**src/rtl/readout_stream_arbiter.sv**
```systemverilog
// Round-robin merge of per-module readout FIFOs into one word stream, with a
// per-grant burst limit, hold support for contiguous groups and a registered output.
module readout_stream_arbiter #(
    parameter int WIDTH     = 4,
    parameter int DATA_BITS = 32,
    parameter int MAX_BURST = 16
) (
    input  logic                                       BUS_CLK,
    input  logic                                       BUS_RSTB,
    input  logic [WIDTH-1:0]                           EN_MASK,
    input  logic [WIDTH-1:0]                           WRITE_REQ,
    input  logic [WIDTH-1:0]                           HOLD_REQ,
    input  logic [WIDTH*DATA_BITS-1:0]                 DATA_IN,
    output logic [WIDTH-1:0]                           READ_GRANT,
    input  logic                                       READY_OUT,
    output logic                                       WRITE_OUT,
    output logic [DATA_BITS-1:0]                       DATA_OUT,
    output logic [(WIDTH > 1 ? $clog2(WIDTH) : 1)-1:0] GRANT_ID,
    output logic                                       BUSY
);

    localparam int ID_W  = (WIDTH > 1) ? $clog2(WIDTH) : 1;
    localparam int CNT_W = $clog2(MAX_BURST + 1);
    localparam logic [CNT_W-1:0] BURST_MAX = CNT_W'(MAX_BURST);

    typedef enum logic {
        ST_IDLE,
        ST_GRANT
    } state_t;

    state_t               state_reg, state_next;
    logic [ID_W-1:0]      grant_id_reg, grant_id_next;
    logic [ID_W-1:0]      last_ptr_reg, last_ptr_next;
    logic [CNT_W-1:0]     burst_cnt_reg, burst_cnt_next;
    logic                 write_out_reg, write_out_next;
    logic [DATA_BITS-1:0] data_out_reg, data_out_next;

    logic [WIDTH-1:0]     eligible;
    logic [DATA_BITS-1:0] src_word [WIDTH];
    logic [ID_W-1:0]      pick_idx;
    logic                 pick_valid;
    int                   pick_cand;
    logic                 can_load;
    logic                 cnt_ok;
    logic                 pop;
    logic                 exit_grant;

    assign eligible = WRITE_REQ & EN_MASK;

    genvar gi;
    generate
        for (gi = 0; gi < WIDTH; gi++) begin : g_src
            assign src_word[gi]   = DATA_IN[gi*DATA_BITS +: DATA_BITS];
            assign READ_GRANT[gi] = pop && (grant_id_reg == ID_W'(gi));
        end
    endgenerate

    // Scan from farthest to nearest so the first eligible index after the
    // last pointer is the one that survives.
    always_comb begin
        pick_valid = 1'b0;
        pick_idx   = '0;
        pick_cand  = 0;
        for (int k = WIDTH; k >= 1; k--) begin
            pick_cand = int'(last_ptr_reg) + k;
            if (pick_cand >= WIDTH) begin
                pick_cand = pick_cand - WIDTH;
            end
            if (eligible[ID_W'(pick_cand)]) begin
                pick_valid = 1'b1;
                pick_idx   = ID_W'(pick_cand);
            end
        end
    end

    assign can_load = !write_out_reg || READY_OUT;
    assign cnt_ok   = (burst_cnt_reg < BURST_MAX) || HOLD_REQ[grant_id_reg];
    assign pop      = (state_reg == ST_GRANT) && eligible[grant_id_reg] && cnt_ok && can_load;

    always_comb begin
        state_next     = state_reg;
        grant_id_next  = grant_id_reg;
        last_ptr_next  = last_ptr_reg;
        burst_cnt_next = burst_cnt_reg;
        write_out_next = write_out_reg;
        data_out_next  = data_out_reg;
        exit_grant     = 1'b0;

        case (state_reg)
            ST_IDLE: begin
                if (pick_valid) begin
                    state_next     = ST_GRANT;
                    grant_id_next  = pick_idx;
                    last_ptr_next  = pick_idx;
                    burst_cnt_next = '0;
                end
            end
            ST_GRANT: begin
                if (pop && (burst_cnt_reg != BURST_MAX)) begin
                    burst_cnt_next = burst_cnt_reg + 1'b1;
                end
                // A held source keeps the grant through empty gaps and past the limit.
                exit_grant = !EN_MASK[grant_id_reg] ||
                             (!HOLD_REQ[grant_id_reg] &&
                              ((burst_cnt_next == BURST_MAX) || !WRITE_REQ[grant_id_reg]));
                if (exit_grant) begin
                    state_next = ST_IDLE;
                end
            end
            default: state_next = ST_IDLE;
        endcase

        if (pop) begin
            write_out_next = 1'b1;
            data_out_next  = src_word[grant_id_reg];
        end else if (write_out_reg && READY_OUT) begin
            write_out_next = 1'b0;
        end
    end

    always_ff @(posedge BUS_CLK or negedge BUS_RSTB) begin
        if (!BUS_RSTB) begin
            state_reg     <= ST_IDLE;
            grant_id_reg  <= '0;
            last_ptr_reg  <= ID_W'(WIDTH - 1);
            burst_cnt_reg <= '0;
            write_out_reg <= 1'b0;
            data_out_reg  <= '0;
        end else begin
            state_reg     <= state_next;
            grant_id_reg  <= grant_id_next;
            last_ptr_reg  <= last_ptr_next;
            burst_cnt_reg <= burst_cnt_next;
            write_out_reg <= write_out_next;
            data_out_reg  <= data_out_next;
        end
    end

    assign WRITE_OUT = write_out_reg;
    assign DATA_OUT  = data_out_reg;
    assign GRANT_ID  = grant_id_reg;
    assign BUSY      = (state_reg == ST_GRANT);

endmodule

```
**config.mk**
```make
export PLATFORM = sky130hd
export DESIGN_NAME = readout_stream_arbiter
export DESIGN_NICKNAME = d
export VERILOG_FILES = /design/src/rtl/readout_stream_arbiter.sv
export SDC_FILE = /design/constraint.sdc
export NUM_CORES = 1
export LEC_CHECK = 0
export BUFFER_PORTS_ARGS = -buffer_cell sky130_fd_sc_hd__buf_2
export CAP_MARGIN = 20
export CORE_MARGIN = 1.5
export CORE_UTILIZATION = 40
export CTS_BUF_LIST = sky130_fd_sc_hd__clkbuf_4 sky130_fd_sc_hd__clkbuf_8
export DETAILED_ROUTE_END_ITERATION = 10
export HOLD_SLACK_MARGIN = 0.08
export PLACE_DENSITY = 0.81
export SETUP_SLACK_MARGIN = 0.2
export SLEW_MARGIN = 20
export SYNTH_ARGS = -nofsm -noshare
export SYNTH_HDL_FRONTEND = slang
export SYNTH_SLANG_ARGS = --single-unit
export TNS_END_PERCENT = 10
```
**constraint.sdc**
```tcl
create_clock -name BUS_CLK -period 1.9 [get_ports BUS_CLK]
set_input_delay 0.095 -clock BUS_CLK [delete_from_list [all_inputs] [get_ports BUS_CLK]]
set_output_delay 0.095 -clock BUS_CLK [all_outputs]
set_load 0.05 [all_outputs]
```
---- Word-level counts from Yosys, hierarchy flattened ----
Index checks and enable logic that the tools add are counted.
cells by class
  add/subtract/negate cells ............... 9
  multiply operators ...................... 0
  divide/modulo/power cells ............... 0
  order comparisons ....................... 11
  eq/ne operators ......................... 6
  shift-type cells ........................ 0
  muxes and demuxes ....................... 44
  bitwise gates (word level) .............. 3
  reduce and logical (&&, ||, !) cells .... 21
operators with widths
  cell                                                                                 count
  32-bit binary-select mux with 2-bit select                                           1
  32-bit 2-to-1 mux                                                                    2
  1-bit 2-to-1 mux                                                                     20
  1-bit binary-select mux with 2-bit select                                            8
  2-bit by 4-bit less-than comparator with 1-bit output, second input constant         4
  2-bit 2-to-1 mux                                                                     8
  5-bit 2-to-1 mux                                                                     3
  3-bit greater-or-equal comparator, second input constant                             4
  1-bit logical AND                                                                    10
  5-bit one-hot mux with 2 select lines                                                1
  2-bit by 1-bit subtractor with 2-bit output, second input constant                   4
  2-bit by 2-bit adder with 3-bit output, second input constant                        2
  5-bit by 1-bit adder with 5-bit output, second input constant                        1
  5-bit == test, second input constant                                                 1
  5-bit less-than comparator, second input constant                                    1
  5-bit inequality test, second input constant                                         1
  2-bit by 3-bit adder with 4-bit output, second input constant                        1
  4-bit bitwise AND                                                                    1
  2-bit == test, second input constant                                                 2
  4-bit by 3-bit greater-or-equal comparator with 1-bit output, second input constant  1
  1-bit zero test                                                                      4
  1-bit logical OR                                                                     4
  2-bit by 1-bit adder with 3-bit output, second input constant                        1
  2-bit by 3-bit less-than comparator with 1-bit output, second input constant         1
  8 further kinds                                                                      8
word-level totals
  register bits after elaboration ......... 43
  bits in latches ......................... 0
  RAM bits ................................ 0
  bits in read-only memories .............. 0
  bits of input ports ..................... 143
  output and inout port bits .............. 40
  word-level logic and storage cells ...... 100
  memories kept ........................... 0

---- Logic depth before layout (Yosys ltp) ----
Gate-level depths: netlist of the first run.
  depth in word-level cells ............... 15
  depth in mapped cells ................... 8
  gate-level depth less buffers ........... 8

---- Worst setup path before layout of the first run ----
Ideal clock, no wire load.
  path kind ............................... register -> output
  from .................................... register grant_id_reg[0], in the netlist GRANT_ID[0]
  to ...................................... output READ_GRANT[0]
  data arrival time ....................... 2.884 ns
  data required time ...................... 1.805 ns
  slack ................................... -1.079 ns
  cell stages (with the launch flop) ...... 9
  buffers on the path ..................... 3
  cells stage by stage .................... dfrtp_1 -> buf_4 -> and3_1 -> o311ai_4 -> nor3_1 -> buf_2 -> buf_4 -> inv_2 -> nor3_1
on the way
  cells in the longest elaborated chain, start to end .. 6
  elaborated cells on any way between the ends .. 10
  classes of those cells .................. mux: 4; reduce/logical: 6
ends and longest elaborated chain
  what                                                          line    source
  start: declaration                                            32      logic [ID_W-1:0] grant_id_reg, grant_id_next;
  start signal: assignment                                      131     grant_id_reg <= grant_id_next;
  1-bit binary-select mux with 2-bit select (on tied branches)  78, 77
  1-bit 2-to-1 mux (on tied branches)                           78, 77
  1-bit logical AND / 1-bit logical OR (equally long branches)  78, 77
  1-bit logical AND (2 in a row)                                78      assign pop = (state_reg == ST_GRANT) && eligible[grant_id_reg] && cnt_ok && can_load;
  1-bit logical AND (*)                                         54      assign READ_GRANT[gi] = pop && (grant_id_reg == ID_W'(gi));
  end: declaration                                              14      output logic [WIDTH-1:0] READ_GRANT,
Mark *: on every way between the ends. The rest lies on a longest branch, timed or not. The select of a mux whose other input is x is not followed.

---- Worst setup path in the final report of the first run ----
  from .................................... register grant_id_reg[0], in the netlist GRANT_ID[0]
  to ...................................... output READ_GRANT[3]
Same word-level chain as after synthesis.

==> flow_summary.json, run 1 <==
{
  "status": "finished, violations left",
  "violations": "negative setup slack",
  "total_power_mw": 7.08,
  "r2r-end": "BUSY$_DFF_PN0_",
  "drcViolationCount": 0,
  "vias_per_cell": 5.27,
  "hp-class": "input port to register",
  "cts_made_buffers": 5,
  "synth_cell_type_count": 43,
  "r2r_cells": 6,
  "nFillCells": 547,
  "utilization_pct": 62.7,
  "grtUsageTotal_pct": 20.4,
  "crit_fanout": 6,
  "drt-total-wl_um": 8250,
  "boundaryPins": 183,
  "detail_route.first_pass.iterations": 4,
  "die_w_um": 87.8,
  "postRouteAntennaNets": 0,
  "cts-root-buf": "clkbuf_8",
  "antenna_found_initial": 0,
  "min_period_ns": 1.93,
  "layout-drive-gt1-share_pct": 66.7,
  "clock_sinks": 43,
  "synth_enable_flop_cells": 0,
  "syn_avg_cell_area_um2": 13.2,
  "r2r-start": "GRANT_ID[1]$_DFFE_PN0P_",
  "grt_max_degree": 34,
  "netlist_instances": 218,
  "clock_path_buffers": 2,
  "synth_largest_area_cell": "dfrtp_1",
  "slowest_stage": "dfrtp_2",
  "portBuffers": 182,
  "diodes": 0,
  "avgRoutedWirePerCell_um": 16.1,
  "cp_cell_sequence": "and3b_2 > o311ai_4 > nor3_4 > buf_12 > and3_4 > buf_8",
  "crit_path_end": "READ_GRANT[3]",
  "p_leak_nw": 2.01,
  "yosysSeqAreaShare_pct": 37.5,
  "arrival_ns": 1.84,
  "largest_register_ffs": 32,
  "dp_hpwl_um": 6570,
  "setup_ws_ns": -0.0318,
  "clk_pin_slew_ns": 0.09,
  "r2r_setup_slack_ns": -0.02,
  "initial_core_util_pct": 41.9,
  "coreArea_um2": 6870,
  "holdWs_ns": 0.176,
  "num_rows": 30,
  "start_kind": "register",
  "ys.flop_type": "dfrtp_1",
  "crit_start": "GRANT_ID[0]$_DFFE_PN0P_",
  "max_cap_violations": 0,
  "syn2layout_area_growth_pct": 49.7,
  "critical_path_class": "register to output pin",
  "clock_latency_ns": 0.29,
  "skew_ns": 0.00814,
  "multi_input_area_um2": 1810,
  "yosys_warnings": 0,
  "cts-htree-levels": 2,
  "async_flop_share_pct": 100,
  "ir_worst_vdd_uv": 890,
  "power.density_nw_per_um2": 1640,
  "setup_viol": 15,
  "synth_most_common_cell": "dfrtp_1",
  "die_area_um2": 7710,
  "rsz0062_at_grt": "yes",
  "grt_pass1_vias": 2713,
  "gp_congestion": 0.879,
  "syn_area_um2": 2880,
  "worst_slew_pin_slew_ns": 0.784,
  "grt_pass1_wl_um": 12200,
  "min_from": "READY_OUT",
  "slew_headroom_pct": 47.7,
  "die_y_um": 87.8,
  "netlist_top_cells_count": "dfrtp_1 (41), mux4_2 (34), mux2_1 (32)",
  "num_vias": 2709,
  "grt-ovfl-total": 0,
  "max_stage_delay_ns": 0.43,
  "finalHoldViolCount": 0,
  "ys_seq_elements": 43,
  "synthesis.nets": 363,
  "max_freq_ghz": 0.518,
  "required_ns": 1.80,
  "maxSlewViolCount": 0,
  "finalCritPeriodShare_pct": 102,
  "critPathCaptureType": "output pin",
  "synth.area.top_cells": "dfrtp_1 (36%), mux4_2 (27%), mux2_1 (13%)",
  "register_area_um2": 1080,
  "nNetsFinal": 562,
  "drtIter0Drc": 61,
  "synth_top_cell_area_share_pct": 35.7,
  "cts_tree": "done"
}
==> routing by layer <==
| layer | global-route usage, % | vias to the layer above | wire [um] |
|---|---|---|---|
| li1 | - | 1244 | - |
| met1 | 22.6 | 1324 | 2970 |
| met2 | 39.6 | 133 | 4650 |
| met3 | 3.86 | 8 | 586 |
| met4 | 5.05 | 0 | 48 |
| met5 | 0 | - | 0 |
==> power by group <==
group          switching, mW  total (mW)  internal [mW]
Combinational           2.91        4.87           1.96
Clock                  0.320       0.592          0.272
Sequential             0.247        1.62           1.37
==> area by class of cell <==
cell class	count	area share (%)
Sequential cell	43	25.1
Clock buffer	6	1.77
Clock inverter	2	0.291
Multi-Input combinational cell	155	42.0
Timing Repair Buffer	207	27.6
Inverter	5	0.494
Tap cell	96	2.79
==> critical path: cells and delay by family (launching register included) <==
kind	cells	cell delay, ns
simple gates	3	0.71
buf+inv	2	0.30
compound gates	1	0.12
flops	1	0.43
==> worst min path at each step <==
stage,to,slack (ns),depth (start not counted)
after floorplan,BUSY$_DFF_PN0_,-0.20,0
after global placement,DATA_OUT[3]$_DFFE_PN0P_,0.21,1
after detailed placement,DATA_OUT[4]$_DFFE_PN0P_,0.21,1
after CTS,WRITE_OUT$_DFFE_PN0P_,0.17,3
after global routing,WRITE_OUT$_DFFE_PN0P_,0.18,3
final,WRITE_OUT$_DFFE_PN0P_,0.18,3
==> cell usage in the layout (no fill, tap or decap), drive strengths merged, types with 2 or more instances in the layout <==
| cell | instances |
|---|---|
| nand2 | 23 |
| nor3 | 5 |
| nor3b | 2 |
| mux2 | 36 |
| buf | 206 |
| xor2 | 2 |
| nand2b | 2 |
| inv | 5 |
| clkbuf | 6 |
| nor2 | 10 |
| nand4 | 3 |
| and3 | 2 |
| ha | 2 |
| o21ai | 9 |
| mux4 | 34 |
| o211ai | 3 |
| a21oi | 4 |
| xnor2 | 2 |
| dfrtp | 41 |
| dfstp | 2 |
==> metrics by stage <==
stage                     cells  worst slack, ns  TNS (ns)  cell area, um2
final                       514          -0.0318    -0.194            4310
after global routing        514          -0.0973     -1.09            4310
after CTS                   514          -0.0900    -0.979            4270
after detailed placement    501          -0.0279    -0.116            4060
after global placement      501           0.0483         0            4060
after floorplan             218           -0.209     -3.76            2930
==> cell families (layout without fill, tap and decap cells) <==
logic type               Yosys count  count (layout)  synth area share (%)
multiplexers                      71              71                  41.3
AND/OR/NAND/NOR                   54              54                  9.22
flip-flops                        43              43                  37.5
AO/OA/AOI/OAI                     24              24                  6.43
buffers and inverters             20             220                  3.48
XOR/XNOR                           4               4                  1.22
adder cells (fa/ha/maj)            2               2                 0.869
==> what timing repair did <==
action	in CTS	in global routing
hold buffers	1	0
endpoints found under the setup margin	38	41
setup buffers	4	0
hold endpoints to repair	29	0
pin swaps	5	7
resized for setup	24	7
Note: power is estimated with default switching activity, not from simulation.
==> run 2, diff against run 1 <==
Settings changed: CORE_UTILIZATION 40 to 25, PLACE_DENSITY 0.81 to 0.56.
==> flow_summary.json, run 2 (synthesized netlist as in run 1, its figures left out) <==
{
  "slew_headroom_pct": 60.6,
  "use_met2_pct": 27.1,
  "diodes": 0,
  "cts_tree": "done",
  "largest_register_ffs": 32,
  "grt_pass1_vias": 2707,
  "critical_path_class": "register to register",
  "dpl_cell_area_um2": 4060,
  "skew_ns": 0.00677,
  "timing.critical_path.buf_inv": 0,
  "layout_commonest_cell": "buf_2",
  "hp-class": "input port to register",
  "clock_latency_ns": 0.30,
  "clock_path_buffers": 2,
  "nNetsFinal": 562,
  "fin_area_um2": 4410,
  "ir_worst_vdd_uv": 924,
  "finalHoldViolCount": 0,
  "critPathCaptureType": "register",
  "crit_fanout": 7,
  "cts_made_buffers": 5,
  "clock_sinks": 43,
  "required_ns": 2.07,
  "top_usage_layer": "met2",
  "num_vias": 2673,
  "max_stage_delay_ns": 0.47,
  "maxSlewViolCount": 0,
  "p_int_mw": 3.86,
  "min_period_ns": 2.01,
  "cp_cell_sequence": "mux2_4 > o221ai_2 > nor3_2 > a211o_1 > a2111oi_2 > o21ai_1",
  "final_cell_mix": "buf_2 (178), dfrtp_1 (39), mux4_2 (34)",
  "seqPwrFrac_pct": 22.0,
  "p_leak_nw": 2.06,
  "max_cap_violations": 0,
  "clk_pin_slew_ns": 0.08,
  "rsz0062_at_grt": "yes",
  "grt-ovfl-total": 0,
  "initial_core_util_pct": 26.1,
  "max_freq_ghz": 0.497,
  "cts-root-buf": "clkbuf_8",
  "worst_slew_pin_slew_ns": 0.591,
  "layout-drive-gt1-share_pct": 69.1,
  "dp_cells": 540,
  "finalCritPeriodShare_pct": 106,
  "antenna_found_initial": 0,
  "violations": "negative setup slack",
  "gp_congestion": 0.793,
  "avgRoutedWirePerCell_um": 15.5,
  "die_y_um": 110,
  "grt_pass1_wl_um": 12600,
  "grt_util_met1_pct": 14.2,
  "grtUsageTotal_pct": 13.4,
  "cts-htree-levels": 2,
  "arrival_ns": 2.19,
  "grt_util_met3_pct": 2.53,
  "drtIter0Drc": 108,
  "boundaryPins": 183,
  "drt-total-wl_um": 8670,
  "start_kind": "register",
  "portBuffers": 182,
  "vias_per_cell": 4.79,
  "p_sw_mw": 3.55,
  "clock_power_share_pct": 8.1,
  "setup_viol": 35,
  "slowest_stage": "dfrtp_2",
  "die_area_um2": 12200,
  "finalNonFillerCells": 558,
  "die_w_um": 110,
  "comb_power_share_pct": 70.0,
  "nFillCells": 1062,
  "grt_max_degree": 38,
  "syn2layout_area_growth_pct": 53.2,
  "coreArea_um2": 11000,
  "power.density_nw_per_um2": 1680,
  "postRouteAntennaNets": 0,
  "detail_route.first_pass.iterations": 4,
  "status": "finished, violations left",
  "cpLargestDelayFamily": "compound AO/OA/AOI/OAI gates",
  "dp_hpwl_um": 6710,
  "num_rows": 38,
  "drcViolationCount": 0,
  "setup_ws_ns": -0.114,
  "switching_share_pct": 47.9
}
## run 2: cell count changes in the layout (fill, tap and decap cells not counted), moves of 2 or more
cell and delta:
buf_12 -3, buf_16 +2, buf_4 -4, buf_6 +4
mux2_1 -16, mux2_4 +17, nand2_1 +3, nand2_2 -3
## run 2: worst paths after layout
| path | start | endpoint | slack [ns] | cells after the start |
|---|---|---|---|---|
| min in group asynchronous | BUS_RSTB | DATA_OUT[27]$_DFFE_PN0P_ | 0.34 | 2 |
| max reg2reg | GRANT_ID[1]$_DFFE_PN0P_ | BUSY$_DFF_PN0_ | -0.11 | 6 |
| min | READY_OUT | WRITE_OUT$_DFFE_PN0P_ | 0.20 | 3 |
| min reg2reg | DATA_OUT[30]$_DFFE_PN0P_ | DATA_OUT[30]$_DFFE_PN0P_ | 0.49 | 1 |
| max | GRANT_ID[1]$_DFFE_PN0P_ | BUSY$_DFF_PN0_ | -0.11 | 6 |
| max in group asynchronous | BUS_RSTB | DATA_OUT[0]$_DFFE_PN0P_ | 0.86 | 3 |
## run 2: timing repair
action,in CTS,in global routing
hold buffers,1,0
resized for setup,19,24
cloned,1,0
buffers inserted,8,0
pin swaps,5,3
hold endpoints to repair,21,0
endpoints found under the setup margin,38,42
## run 2: worst register-to-register path: stages (launching register included)
cell and delay [ns]:
dfrtp_2 0.47, mux2_4 0.35, o221ai_2 0.22, nor3_2 0.08, a211o_1 0.32, a2111oi_2 0.37, o21ai_1 0.09
## run 2: cell type report
| class | instances | area [um2] | area share (%) |
|---|---|---|---|
| multi-input combinational | 155 | 1830 | 41.6 |
| sequential | 43 | 1080 | 24.5 |
| inverter | 5 | 18.8 | 0.426 |
| timing repair buffer | 207 | 1210 | 27.5 |
| clock buffer | 6 | 76.3 | 1.73 |
| tap | 140 | 175 | 3.97 |
| clock inverter | 2 | 12.5 | 0.284 |
## run 2: routing by layer
metal  routed length [um]  up-vias  part of all wire, %
met5                    0        -                    0
met4                   65        0                 0.75
met3                  739        8                  8.5
met2                 4600      115                   53
met1                 3270     1301                   38
li1                     -     1249                    -
## run 2: power by group through the flow
stage	Combinational [mW]	Clock (mW)	Sequential, mW
6_report	5.18	0.597	1.63
5_1_grt	5.48	0.668	1.69
4_1_cts	4.90	0.637	1.62
3_5_place_dp	4.57	0	1.64
3_3_place_gp	4.52	0	1.62
2_1_floorplan	2.09	0	2.99
## run 2: through the flow
stage	setup TNS (ns)	hold WS (ns)	utilization, %	worst slack (ns)	power, mW
after floorplan	-3.76	-0.201	-	-0.209	5.09
after detailed placement	-0.0855	0.142	36.8	-0.0456	6.21
after global routing	-4.34	0.217	40.0	-0.210	7.84
after CTS	-2.02	0.197	39.1	-0.121	7.15
final	-1.36	0.204	40.0	-0.114	7.41
after global placement	0	0.127	36.8	0.0325	6.15
==> run 3, diff against run 2 <==
Settings changed: ABC_AREA set to 1.
==> flow_summary.json, run 3 <==
{
  "finalHoldViolCount": 0,
  "syn_area_um2": 2750,
  "setup_ws_ns": 0.102,
  "total_power_mw": 8.89,
  "num_vias": 3464,
  "rsz0062_at_grt": "yes",
  "netlist_instances": 352,
  "critical_path_class": "register to output pin",
  "dp_hpwl_um": 7720,
  "crit_fanout": 6,
  "avgRoutedWirePerCell_um": 15.2,
  "min_from": "DATA_IN[69]",
  "holdWs_ns": 0.0905,
  "fin_area_um2": 4960,
  "vias_per_cell": 4.83,
  "power.density_nw_per_um2": 1790,
  "num_rows": 38,
  "diodes": 0,
  "ys_seq_elements": 43,
  "cts-htree-levels": 2,
  "detail_route.first_pass.iterations": 4,
  "max_cap_violations": 0,
  "clock_path_buffers": 2,
  "utilization_pct": 46.0,
  "r2r_setup_slack_ns": 0.12,
  "clock_sinks": 43,
  "die_area_um2": 11600,
  "required_ns": 1.80,
  "boundaryPins": 183,
  "die_w_um": 108,
  "coreArea_um2": 10800,
  "grt-ovfl-total": 0,
  "nNetsFinal": 721,
  "whs_endpoint": "DATA_OUT[5]$_DFFE_PN0P_",
  "die_y_um": 108,
  "skew_ns": 0.00319,
  "drtIter0Drc": 118,
  "synth_most_common_cell": "nand2_1",
  "portBuffers": 182,
  "synth_largest_area_cell": "dfrtp_1",
  "grt_pass1_vias": 3312,
  "synth_top_cell_area_share_pct": 37.3,
  "yosysSeqAreaShare_pct": 39.2,
  "worst_slew_pin_slew_ns": 0.532,
  "async_flop_share_pct": 100,
  "layout-drive-gt1-share_pct": 55.1,
  "slew_headroom_pct": 64.5,
  "place_ws_ns": 0.111,
  "cts_tree": "done",
  "grt_pass1_wl_um": 16100,
  "p_leak_nw": 2.19,
  "postRouteAntennaNets": 0,
  "critPathCaptureType": "output pin",
  "cts_made_buffers": 5,
  "setup_viol": 0,
  "grt_max_degree": 36,
  "r2r_cells": 15,
  "clk_pin_slew_ns": 0.08,
  "synth_enable_flop_cells": 0,
  "dpl_cell_area_um2": 3930,
  "netlist_top_cells_count": "nand2_1 (109), dfrtp_1 (41), nor2_1 (38)",
  "grtUsageTotal_pct": 17.5,
  "cts-root-buf": "clkbuf_8",
  "drt-total-wl_um": 10900,
  "r2r-start": "GRANT_ID[0]$_DFFE_PN0P_",
  "final_cell_mix": "buf_2 (178), nand2_1 (95), dfrtp_1 (39)",
  "finalNonFillerCells": 717,
  "max_freq_ghz": 0.556,
  "tns_ns": 0,
  "drcViolationCount": 0,
  "whs_path_depth": 3,
  "synthesis.nets": 497,
  "min_period_ns": 1.80,
  "start_kind": "register",
  "syn_avg_cell_area_um2": 7.82,
  "synth.area.top_cells": "dfrtp_1 (37%), nand2_1 (15%), a41oi_1 (10%)",
  "status": "finished clean",
  "yosys_warnings": 0,
  "initial_core_util_pct": 25.5,
  "ir_worst_vdd_uv": 875,
  "layout_commonest_cell": "buf_2",
  "syn2layout_area_growth_pct": 80.3,
  "dp_cells": 668,
  "r2r-end": "BUSY$_DFF_PN0_",
  "antenna_found_initial": 0,
  "ys.flop_type": "dfrtp_1",
  "clock_latency_ns": 0.29,
  "largest_register_ffs": 32,
  "finalCritPeriodShare_pct": 94.6,
  "maxSlewViolCount": 0,
  "hp-class": "input port to register",
  "gp_congestion": 0.842,
  "synth_cell_type_count": 32,
  "arrival_ns": 1.70
}
[run 3: cell types whose count changed after synthesis, sizes merged, moves of 8 or more]
cell	previous run	this run
a22oi	0	36
a41oi	0	32
inv	5	20
mux2	36	0
mux4	34	0
nand2	23	113
nand3	1	9
nor2	10	43
[run 3: report_power, final]
| group | switching (mW) | internal (mW) | leakage, nW |
|---|---|---|---|
| clock | 0.320 | 0.272 | 0.0446 |
| sequential | 0.473 | 1.38 | 0.495 |
| combinational | 4.16 | 2.29 | 1.65 |
| total | 4.95 | 3.94 | 2.19 |
[run 3: kinds of logic after synthesis]
| family | after synthesis | share of synthesized area, % |
|---|---|---|
| DFF | 43 | 39.2 |
| AOI/OAI and AO/OA | 87 | 23.6 |
| and+or+nand+nor | 175 | 28.0 |
| adders and majority gates | 2 | 0.909 |
| buffers and inverters | 40 | 6.64 |
| xor gates and xnor gates | 5 | 1.59 |
[run 3: repair_timing]
action                                  CTS  global route
gates resized for setup                  11           131
hold endpoints to repair                 37             0
setup buffers                             9             6
hold buffers                             25             0
gates cloned                              0             1
pin swaps                                 5            51
endpoints found under the setup margin   37            46
[run 3: layout make-up]
| cell class | instances | area [um2] |
|---|---|---|
| fill | 1057 | 5830 |
| clock inverter | 2 | 12.5 |
| sequential | 43 | 1080 |
| clock buffer | 6 | 76.3 |
| multi-input combinational | 269 | 2000 |
| timing repair buffer | 237 | 1530 |
| tap | 140 | 175 |
| inverter | 20 | 92.6 |
[run 3: critical path, stage by stage, from the launching register on]
cell and delay [ns]:
dfrtp_2 0.46, buf_6 0.13, nor2_4 0.03, nand2_2 0.07, nand3_4 0.11, nor2_8 0.12
nand2_4 0.07, buf_6 0.14, nor3_4 0.12, buf_6 0.18
[run 3: routing by layer]
layer | part of all wire, % | up-vias | track usage [%]
li1 | - | 1690 | -
met1 | 42 | 1653 | 22.2
met2 | 52 | 117 | 31.5
met3 | 5.3 | 4 | 3.09
met4 | 0.59 | 0 | 3.01
met5 | 0 | - | 0
[run 3: how the worst max path moves through the flow]
stage	from	endpoint	cells past startpoint
2_1_floorplan	GRANT_ID[1]$_DFFE_PN0P_	BUSY$_DFF_PN0_	15
3_3_place_gp	GRANT_ID[0]$_DFFE_PN0P_	BUSY$_DFF_PN0_	12
3_5_place_dp	GRANT_ID[0]$_DFFE_PN0P_	BUSY$_DFF_PN0_	12
4_1_cts	GRANT_ID[0]$_DFFE_PN0P_	READ_GRANT[1]	9
5_1_grt	GRANT_ID[0]$_DFFE_PN0P_	BUSY$_DFF_PN0_	15
6_report	GRANT_ID[0]$_DFFE_PN0P_	READ_GRANT[1]	9
